## config.mk

```make
export PLATFORM = sky130hd
export DESIGN_NAME = tm1638_frame_ctrl
export DESIGN_NICKNAME = d
export VERILOG_FILES = /design/src/rtl/tm1638_frame_ctrl.sv
export SDC_FILE = /design/constraint.sdc
export NUM_CORES = 1
export LEC_CHECK = 0
export CAP_MARGIN = 10
export CORE_ASPECT_RATIO = 0.5
export CORE_MARGIN = 2
export CORE_UTILIZATION = 50
export CTS_BUF_LIST = sky130_fd_sc_hd__clkbuf_8
export DETAILED_ROUTE_END_ITERATION = 6
export GPL_TIMING_DRIVEN = 0
export HOLD_SLACK_MARGIN = 0.05
export PLACE_DENSITY = 0.76
export REMOVE_ABC_BUFFERS = 1
export SKIP_CTS_REPAIR_TIMING = 1
export SYNTH_ARGS = -nofsm -noshare
export SYNTH_HDL_FRONTEND = slang
export SYNTH_SLANG_ARGS = --single-unit
```

## constraint.sdc

```tcl
create_clock -name clk -period 2.6 [get_ports clk]
set_input_delay 0.78 -clock clk [delete_from_list [all_inputs] [get_ports clk]]
set_output_delay 0.78 -clock clk [all_outputs]
set_load 0.005 [all_outputs]
```

## src/rtl/tm1638_frame_ctrl.sv

```systemverilog
`default_nettype none
// ============================================================================
// Module      : tm1638_frame_ctrl
// Description : TM1638 LED&KEY refresh engine. Each accepted update sends a
//               write command, address + 16 display bytes and the display
//               control byte, optionally followed by a 4-byte key scan.
// Revision    : 1.0 - initial release
// ============================================================================
module tm1638_frame_ctrl #(
  parameter int CLK_DIV    = 25,
  parameter int NUM_DIGITS = 8,
  parameter int READ_KEYS  = 1
) (
  input  logic                    clk,
  input  logic                    rst,
  input  logic [8*NUM_DIGITS-1:0] seg_data_i,
  input  logic [NUM_DIGITS-1:0]   led_data_i,
  input  logic [2:0]              brightness_i,
  input  logic                    disp_on_i,
  input  logic                    upd_valid_i,
  output logic                    upd_ready_o,
  output logic                    busy_o,
  output logic                    stb_o,
  output logic                    sclk_o,
  output logic                    dio_out_o,
  output logic                    dio_oe_o,
  input  logic                    dio_in_i,
  output logic [31:0]             keys_o,
  output logic                    keys_valid_o
);

  localparam int            CW       = $clog2(CLK_DIV);
  localparam logic [CW-1:0] DIV_LAST = CW'(CLK_DIV - 1);

  localparam logic [2:0] S_IDLE = 3'd0;
  localparam logic [2:0] S_CMD  = 3'd1;
  localparam logic [2:0] S_DATA = 3'd2;
  localparam logic [2:0] S_CTRL = 3'd3;
  localparam logic [2:0] S_KEY  = 3'd4;

  logic [2:0]              state_q, state_d;
  logic [CW-1:0]           div_q, div_d;
  logic [8:0]              tick_q, tick_d;   // tick index inside the current frame
  logic [8*NUM_DIGITS-1:0] seg_q;
  logic [NUM_DIGITS-1:0]   led_q;
  logic [2:0]              bright_q;
  logic                    on_q;
  logic                    stb_q, stb_d, sclk_q, sclk_d, dio_q, dio_d, oe_q, oe_d;
  logic [31:0]             shift_q, shift_d, keys_q, keys_d;
  logic                    kv_q, kv_d;

  logic         accept, tick, frame_done, is_key, bit_val;
  logic [8:0]   last_idx, wr_end, hold_idx;
  logic [7:0]   bit_idx;
  logic [127:0] data_bytes;
  logic [135:0] frame_vec;

  assign accept     = (state_q == S_IDLE) && upd_valid_i;
  assign tick       = (state_q != S_IDLE) && (div_q == DIV_LAST);
  assign frame_done = tick && (tick_q == last_idx);
  assign is_key     = (state_q == S_KEY);
  assign hold_idx   = last_idx - 9'd2;
  // On odd (data) ticks t = 2k+1, t>>1 is the serial bit number k.
  assign bit_idx    = tick_q[8:1];
  assign bit_val    = frame_vec[bit_idx];

  // Display RAM image: even address = segments, odd address = LED in bit0.
  for (genvar d = 0; d < 8; d++) begin : g_digit
    if (d < NUM_DIGITS) begin : g_used
      assign data_bytes[16*d +: 8]   = seg_q[8*d +: 8];
      assign data_bytes[16*d+8 +: 8] = {7'd0, led_q[d]};
    end else begin : g_unused
      assign data_bytes[16*d +: 16] = 16'd0;
    end
  end

  // Per-frame byte stream and length, selected by the current frame
  always_comb begin
    last_idx  = 9'd19;
    wr_end    = 9'd16;
    frame_vec = {128'd0, 8'h40};
    case (state_q)
      S_DATA: begin
        last_idx  = 9'd275;
        wr_end    = 9'd272;
        frame_vec = {data_bytes, 8'hC0};
      end
      S_CTRL:  frame_vec = {128'd0, 4'h8, on_q, bright_q};
      S_KEY: begin
        last_idx  = 9'd85;
        frame_vec = {128'd0, 8'h42};
      end
      default: ;
    endcase
  end

  // State register
  always_ff @(posedge clk or negedge rst) begin
    if (!rst) state_q <= S_IDLE;
    else      state_q <= state_d;
  end

  // Next-state: frames advance on their final gap tick
  always_comb begin
    state_d = state_q;
    case (state_q)
      S_IDLE:  if (accept) state_d = S_CMD;
      S_CMD:   if (frame_done) state_d = S_DATA;
      S_DATA:  if (frame_done) state_d = S_CTRL;
      S_CTRL:  if (frame_done) state_d = (READ_KEYS != 0) ? S_KEY : S_IDLE;
      S_KEY:   if (frame_done) state_d = S_IDLE;
      default: state_d = S_IDLE;
    endcase
  end

  // Outputs: pin levels, divider, tick index and key capture for the next cycle
  always_comb begin
    stb_d   = stb_q;
    sclk_d  = sclk_q;
    dio_d   = dio_q;
    oe_d    = oe_q;
    shift_d = shift_q;
    keys_d  = keys_q;
    kv_d    = 1'b0;
    div_d   = (state_q == S_IDLE || div_q == DIV_LAST) ? '0 : div_q + CW'(1);
    tick_d  = tick_q;
    if (tick) begin
      tick_d = frame_done ? 9'd0 : tick_q + 9'd1;
      if (tick_q == 9'd0) begin
        stb_d  = 1'b0;
        sclk_d = 1'b1;
      end else if (tick_q <= wr_end) begin
        sclk_d = ~tick_q[0];
        oe_d   = 1'b1;
        if (tick_q[0]) dio_d = bit_val;
      end else if (is_key && tick_q <= 9'd18) begin
        sclk_d = 1'b1;
        oe_d   = 1'b0;
        dio_d  = 1'b1;
      end else if (is_key && tick_q <= 9'd82) begin
        sclk_d = ~tick_q[0];
        oe_d   = 1'b0;
        // Key bits are taken on the edge that raises sclk.
        if (!tick_q[0]) shift_d = {dio_in_i, shift_q[31:1]};
      end else if (tick_q == hold_idx) begin
        stb_d  = 1'b0;
        sclk_d = 1'b1;
        dio_d  = 1'b1;
        oe_d   = 1'b1;
      end else begin
        stb_d  = 1'b1;
        sclk_d = 1'b1;
        dio_d  = 1'b1;
        oe_d   = 1'b1;
      end
      if (frame_done && is_key) begin
        keys_d = shift_q;
        kv_d   = 1'b1;
      end
    end
  end

  // Datapath registers and request shadow copies
  always_ff @(posedge clk or negedge rst) begin
    if (!rst) begin
      div_q    <= '0;
      tick_q   <= '0;
      seg_q    <= '0;
      led_q    <= '0;
      bright_q <= '0;
      on_q     <= 1'b0;
      stb_q    <= 1'b1;
      sclk_q   <= 1'b1;
      dio_q    <= 1'b1;
      oe_q     <= 1'b1;
      shift_q  <= '0;
      keys_q   <= '0;
      kv_q     <= 1'b0;
    end else begin
      div_q   <= div_d;
      tick_q  <= tick_d;
      if (accept) begin
        seg_q    <= seg_data_i;
        led_q    <= led_data_i;
        bright_q <= brightness_i;
        on_q     <= disp_on_i;
      end
      stb_q   <= stb_d;
      sclk_q  <= sclk_d;
      dio_q   <= dio_d;
      oe_q    <= oe_d;
      shift_q <= shift_d;
      keys_q  <= keys_d;
      kv_q    <= kv_d;
    end
  end

  assign upd_ready_o  = (state_q == S_IDLE);
  assign busy_o       = (state_q != S_IDLE);
  assign stb_o        = stb_q;
  assign sclk_o       = sclk_q;
  assign dio_out_o    = dio_q;
  assign dio_oe_o     = oe_q;
  assign keys_o       = keys_q;
  assign keys_valid_o = kv_q;

endmodule
`default_nettype wire

```

# Word level (Yosys, flattened, before mapping)
# Cells that the tools add are included.
dict set report totals {
  word_cells 89
  output_inout_bits 39
  regBits 162
  in_bits 80
}
dict set report classes {
  n_lt_le_gt_ge 4
  eq_ne 17
  n_reduce_logical 16
  addsub 3
  bitwise_logic 4
  n_mux 31
}
# cell n
set ops {}
lappend ops {{$pmux W129 S3} 1}
lappend ops {{$mux W1} 19}
lappend ops {{$eq A9 B9 Y1} 2}
lappend ops {{$mux W9} 2}
lappend ops {{$pmux W9 S2} 1}
lappend ops {{$ne A2 B2 Y1 const B} 8}
lappend ops {{$mux W3} 5}
lappend ops {{$pmux W3 S5} 1}
lappend ops {{$add A9 B1 Y9 const B} 1}
lappend ops {{$le A9 B5 Y1 const B} 1}
lappend ops {{$le A9 B7 Y1 const B} 1}
lappend ops {{$le A9 B9 Y1} 1}
lappend ops {{$logic_not A9 Y1} 1}
lappend ops {{$lt A8 B9 Y1 const B} 1}
lappend ops {{$sub A9 B2 Y9 const B} 1}
lappend ops {{$bmux W1 S8} 1}
lappend ops {{$reduce_and A4 Y1} 2}
lappend ops {{$eq A3 B2 Y1 const B} 2}
lappend ops {{$logic_and A1 B1 Y1} 6}
lappend ops {{$reduce_and A6 Y1} 1}
lappend ops {{$add A5 B1 Y5 const B} 1}
lappend ops {{$eq A5 B5 Y1 const B} 1}
lappend ops {{$mux W5} 1}
lappend ops {{$reduce_and A5 Y1} 1}
lappend ops {{9 further kinds} 13}

# Depth between registers and ports, before layout
# Gate-level depths: netlist of the first run.
dict set report logic_depth {
  word_depth 9
  depth_mapped 10
  ltp_nobuf 8
}

# Worst setup path after synthesis of the first run
# Ideal clock, no wire load.
dict set report synth_path {
  kind {register -> register}
  from {register state_q[1]}
  to {register shift_q[10]}
  required_time_ps 2475
  setup_slack_ps 71
  path_stages_with_launch 10
  arrival_time_ps 2404
  synth_period_minus_slack_ps 2529
  path_cell_list {dfrtp_1 -> nor2b_1 -> nand2b_1 -> ha_1 -> and3_1 -> a31oi_2 -> nand2_2 -> nor3_4 -> buf_6 -> mux2_2}
}
dict set report synth_between {
  elab_chain_cells 5
  word_cells_on_any_way 11
}
# item line
set synth_lines {}
lappend synth_lines {{start, declared} 41} ;# logic [2:0] state_q, state_d;
lappend synth_lines {{start signal, assigned} 100} ;# else state_q <= state_d;
lappend synth_lines {{$eq A3 B2 Y1} 82} ;# case (state_q)
lappend synth_lines {{$mux W9} 82}
lappend synth_lines {{$le A9 B9 Y1} 132} ;# end else if (tick_q <= wr_end) begin
lappend synth_lines {{$not A1 Y1 (no line)} --}
lappend synth_lines {{$reduce_and A6 Y1 (no line) *} --}
lappend synth_lines {{end signal, assigned} 192} ;# shift_q <= shift_d;
lappend synth_lines {{end, declared} 49} ;# logic [31:0] shift_q, shift_d, keys_q, keys_d;
# Mark *: on every way between the ends. The rest lies on a longest branch, timed or not.
# A chain may end at the register's enable or synchronous reset.

# Worst setup path in the final report of the first run
dict set report layout_path {
  from {register state_q[2]}
  to {register shift_q[8]}
}
# The elaborated chain is that of the path after synthesis.

==> results of run 1 <==
==> sequential cells by signal (all words and copies together) (netlist names), 3 cells and up <==
| register | count |
|---|---|
| seg_q | 64 |
| keys_o | 32 |
| shift_q | 32 |
| tick_q | 9 |
| led_q | 8 |
| div_q | 5 |
| bright_q | 3 |
| state_q | 3 |
==> metal layers <==
| layer | share of wire | track usage | up-vias |
|---|---|---|---|
| met1 | 0.45 | 0.2776 | 2477 |
| met2 | 0.49 | 0.3304 | 123 |
| li1 | - | - | 2371 |
| met3 | 0.046 | 0.05177 | 19 |
| met4 | 0.016 | 0.07369 | 0 |
| met5 | 0 | 0 | - |
==> placed cells by master, fill, tap and decap left out, types with 3 or more instances in the layout <==
cell | Yosys | final
a21oi_1 | 8 | 7
a31oi_1 | 7 | 7
and3_1 | 4 | 4
buf_16 | 0 | 5
buf_4 | 8 | 14
buf_8 | 0 | 3
clkbuf_8 | 0 | 20
clkdlybuf4s50_1 | 0 | 115
clkinvlp_4 | 0 | 4
dfrtp_1 | 158 | 148
dfrtp_2 | 0 | 8
dfstp_2 | 4 | 4
ha_1 | 5 | 4
inv_1 | 8 | 7
mux2_2 | 85 | 85
mux2_4 | 22 | 22
mux2i_1 | 9 | 9
mux4_2 | 11 | 11
nand2_1 | 125 | 125
nand2b_1 | 7 | 6
nand3_1 | 7 | 7
nand3b_1 | 3 | 3
nand4_1 | 7 | 7
nor2_1 | 23 | 21
nor2b_1 | 5 | 4
nor3_1 | 5 | 5
o21ai_0 | 11 | 11
o22ai_1 | 3 | 3
xnor2_1 | 7 | 7
xor2_1 | 6 | 6
==> final timing paths <==
check	slack, ns	depth (start not counted)	to
min in group clk	0.47	2	keys_o[14]$_DFFE_PN0P_
max in group asynchronous	1.45	2	tick_q[4]$_DFFE_PN0P_
worst max-delay path	0.06	10	shift_q[8]$_DFFE_PN0P_
worst min register to register	0.47	2	keys_o[14]$_DFFE_PN0P_
worst max register to register	0.06	10	shift_q[8]$_DFFE_PN0P_
worst min-delay path	0.25	1	shift_q[12]$_DFFE_PN0P_
==> final cells by class <==
cell class / instances / area, µm²
multi-input cells: 404 / 3184
repair buffers: 140 / 1484
flip-flops and latches: 162 / 4076
clock buffers: 20 / 275.3
fillers: 1120 / 5097
well taps: 198 / 247.7
clock inverters: 11 / 105.1
inverters: 9 / 36.28
==> metrics by stage <==
stage	std cells	instance area, µm²	hold WS [ns]
after CTS	928	9168	0.2445
after global routing	944	9409	0.2449
after detailed placement	897	8787	0.4550
after global placement	891	8640	0.4522
final	944	9409	0.2510
after floorplan	575	7211	0.4419
==> power by group through the flow <==
| stage | Combinational (mW) | Sequential (mW) | Clock, mW |
|---|---|---|---|
| 2_1_floorplan | 0.00104 | 2.57 | 0 |
| 3_3_place_gp | 0.172 | 2.57 | 0 |
| 3_5_place_dp | 0.180 | 2.57 | 0 |
| 4_1_cts | 0.180 | 2.52 | 1.85 |
| 5_1_grt | 0.191 | 2.52 | 1.96 |
| 6_report | 0.175 | 2.52 | 1.79 |
==> logic make-up after synthesis <==
logic type / after synthesis / synth area share
flops: 162 / 0.5442
simple gates: 208 / 0.1295
compound gates: 51 / 0.04697
mux: 127 / 0.2179
fa+ha+maj: 5 / 0.008388
xor+xnor: 13 / 0.01527
buf+inv: 47 / 0.03775
==> impl_results.md, run 1 <==
- Clock Power Share: 0.399
- Post-synth EDFFs: 0
- Setup ws final: 0.05927 ns
- Post-synth top area cell: dfrtp_1
- Share of the synthesized area in the top cell type: 0.5301
- Fmax: 393.6 MHz
- Sequential share of power: 0.562
- Vias per cell: 5.286
- # nets final: 819
- Synthesis-to-finish area growth: 26.15%
- Root buf cell: clkbuf_8
- Slew HR: 0.6125
- RSZ-0062 raised after global routing: true
- Sink Count: 162
- Diodes inserted: 0
- Yosys warns: 0
- Die footprint: 15,970 µm²
- CTS max path bufs: 2
- Final setup TNS: 0 ns
- GR Overflow Total: 0
- Final Hold Viols: 0
- Synth Flop Type: dfrtp_1
- Top-count cell post-synth: dfrtp_1
- Die X: 176.7 µm
- Critical Path Fanout Max: 15
- Total wire length: 15.84 mm
- Worst skew pair latency: 0.44 ns
- Asr flop ratio synth: 1.000
- Post-Syn Area: 7458 µm²
- Vias in the first global route: 5,144
- Tmin final: 2.541 ns
- Sw frac: 0.2280
- CP startpoint: state_q[2]$_DFFE_PN0P_
- Share of layout cells above drive strength 1: 0.2788
- Slew @ Worst Pin: 0.5791 ns
- Critical Path End Type: flip-flop
- DR iter-0 viols: 364
- Hold Crit Class: primary input to asynchronous set/reset pin
- Combinational fraction of design power: 0.039
- Crit path cell chain: nor2b_4, nand2b_4, ha_4, and3_1, a31oi_4, nand2_2, nor3_4, buf_8, buf_16, mux2_2
- CTS Buf Count: 17
- CP Launch Type: flip-flop
- Outcome: complete, no violations
- Port Buf Inserts: 118
- CTS H-Tree Depth: 4
- CORE AREA: 14,510 µm²
- Die span in y: 90.36 µm
- RD Place Congestion: 0.8514
- Mapped Cells: 613
- Static leakage: 4.417 nW
- Antenna violations before repair: 0
- # setup viols final: 0
- Cell family with most CP delay: simple AND/OR/NAND/NOR gates
- DRC Markers: 0
- Max-Cap Viols: 0
- CP max stage delay: 0.47 ns
- Synth top cells by count: 158 x dfrtp_1, 125 x nand2_1, 85 x mux2_2, 23 x nor2_1, 22 x mux2_4
- FF+latch count, synth: 162
- Worst EP arrival: 2.87 ns
- Mean post-synth cell area: 12.17 µm²
- Routed len/inst: 16.78 µm
- Largest net degree at the start of global routing: 105
- Maximum VDD drop: 0.3205 mV
- First-pass GRT wire length: 25.86 mm
- Worst-path clk slew: 0.09 ns
- Final HPWL DP: 10.29 mm
- Io pins: 119
- FP Rows: 31
- Overall routing resource usage: 0.2074
- Power Internal: 3.460 mW
- Initial core utilization: 0.5141
- Final ANT Viol Nets: 0
- Total power: 4.481 mW
- Drt pass-1 iters: 4
- WP data required: 2.93 ns
- Psw: 1.022 mW
- Crit path buffers/inverters: 2
- Synth cell types: 63
- Via count: 4,990
- CTS tree: built
- Worst Setup Path Type: flip-flop to flip-flop
- FF-to-FF Start: state_q[2]$_DFFE_PN0P_
- Max Slew Vio Count: 0
- Tcrit/Tclk final: 0.9772
- Sequential share of the synthesized area: 0.5442
- Finished Core Util: 0.6486
- Worst clock skew: 0.01318 ns
- Pwr/cell area: 476.3 nW/µm²
- Main area contributors after synthesis: dfrtp_1 53%, mux2_2 13%, nand2_1 6.3%, mux2_4 4.4%, mux4_2 3.3%
- Place WS: -1.301 ns
- CP max-delay cell: dfrtp_2
Power figures use the tool's default switching activity.
==> inputs of run 2 (changes only) <==
CTS_CLUSTER_SIZE = 20   (was default)
==> results of run 2 <==
No change in the layout: final DEF, timing and power equal those of run 1.
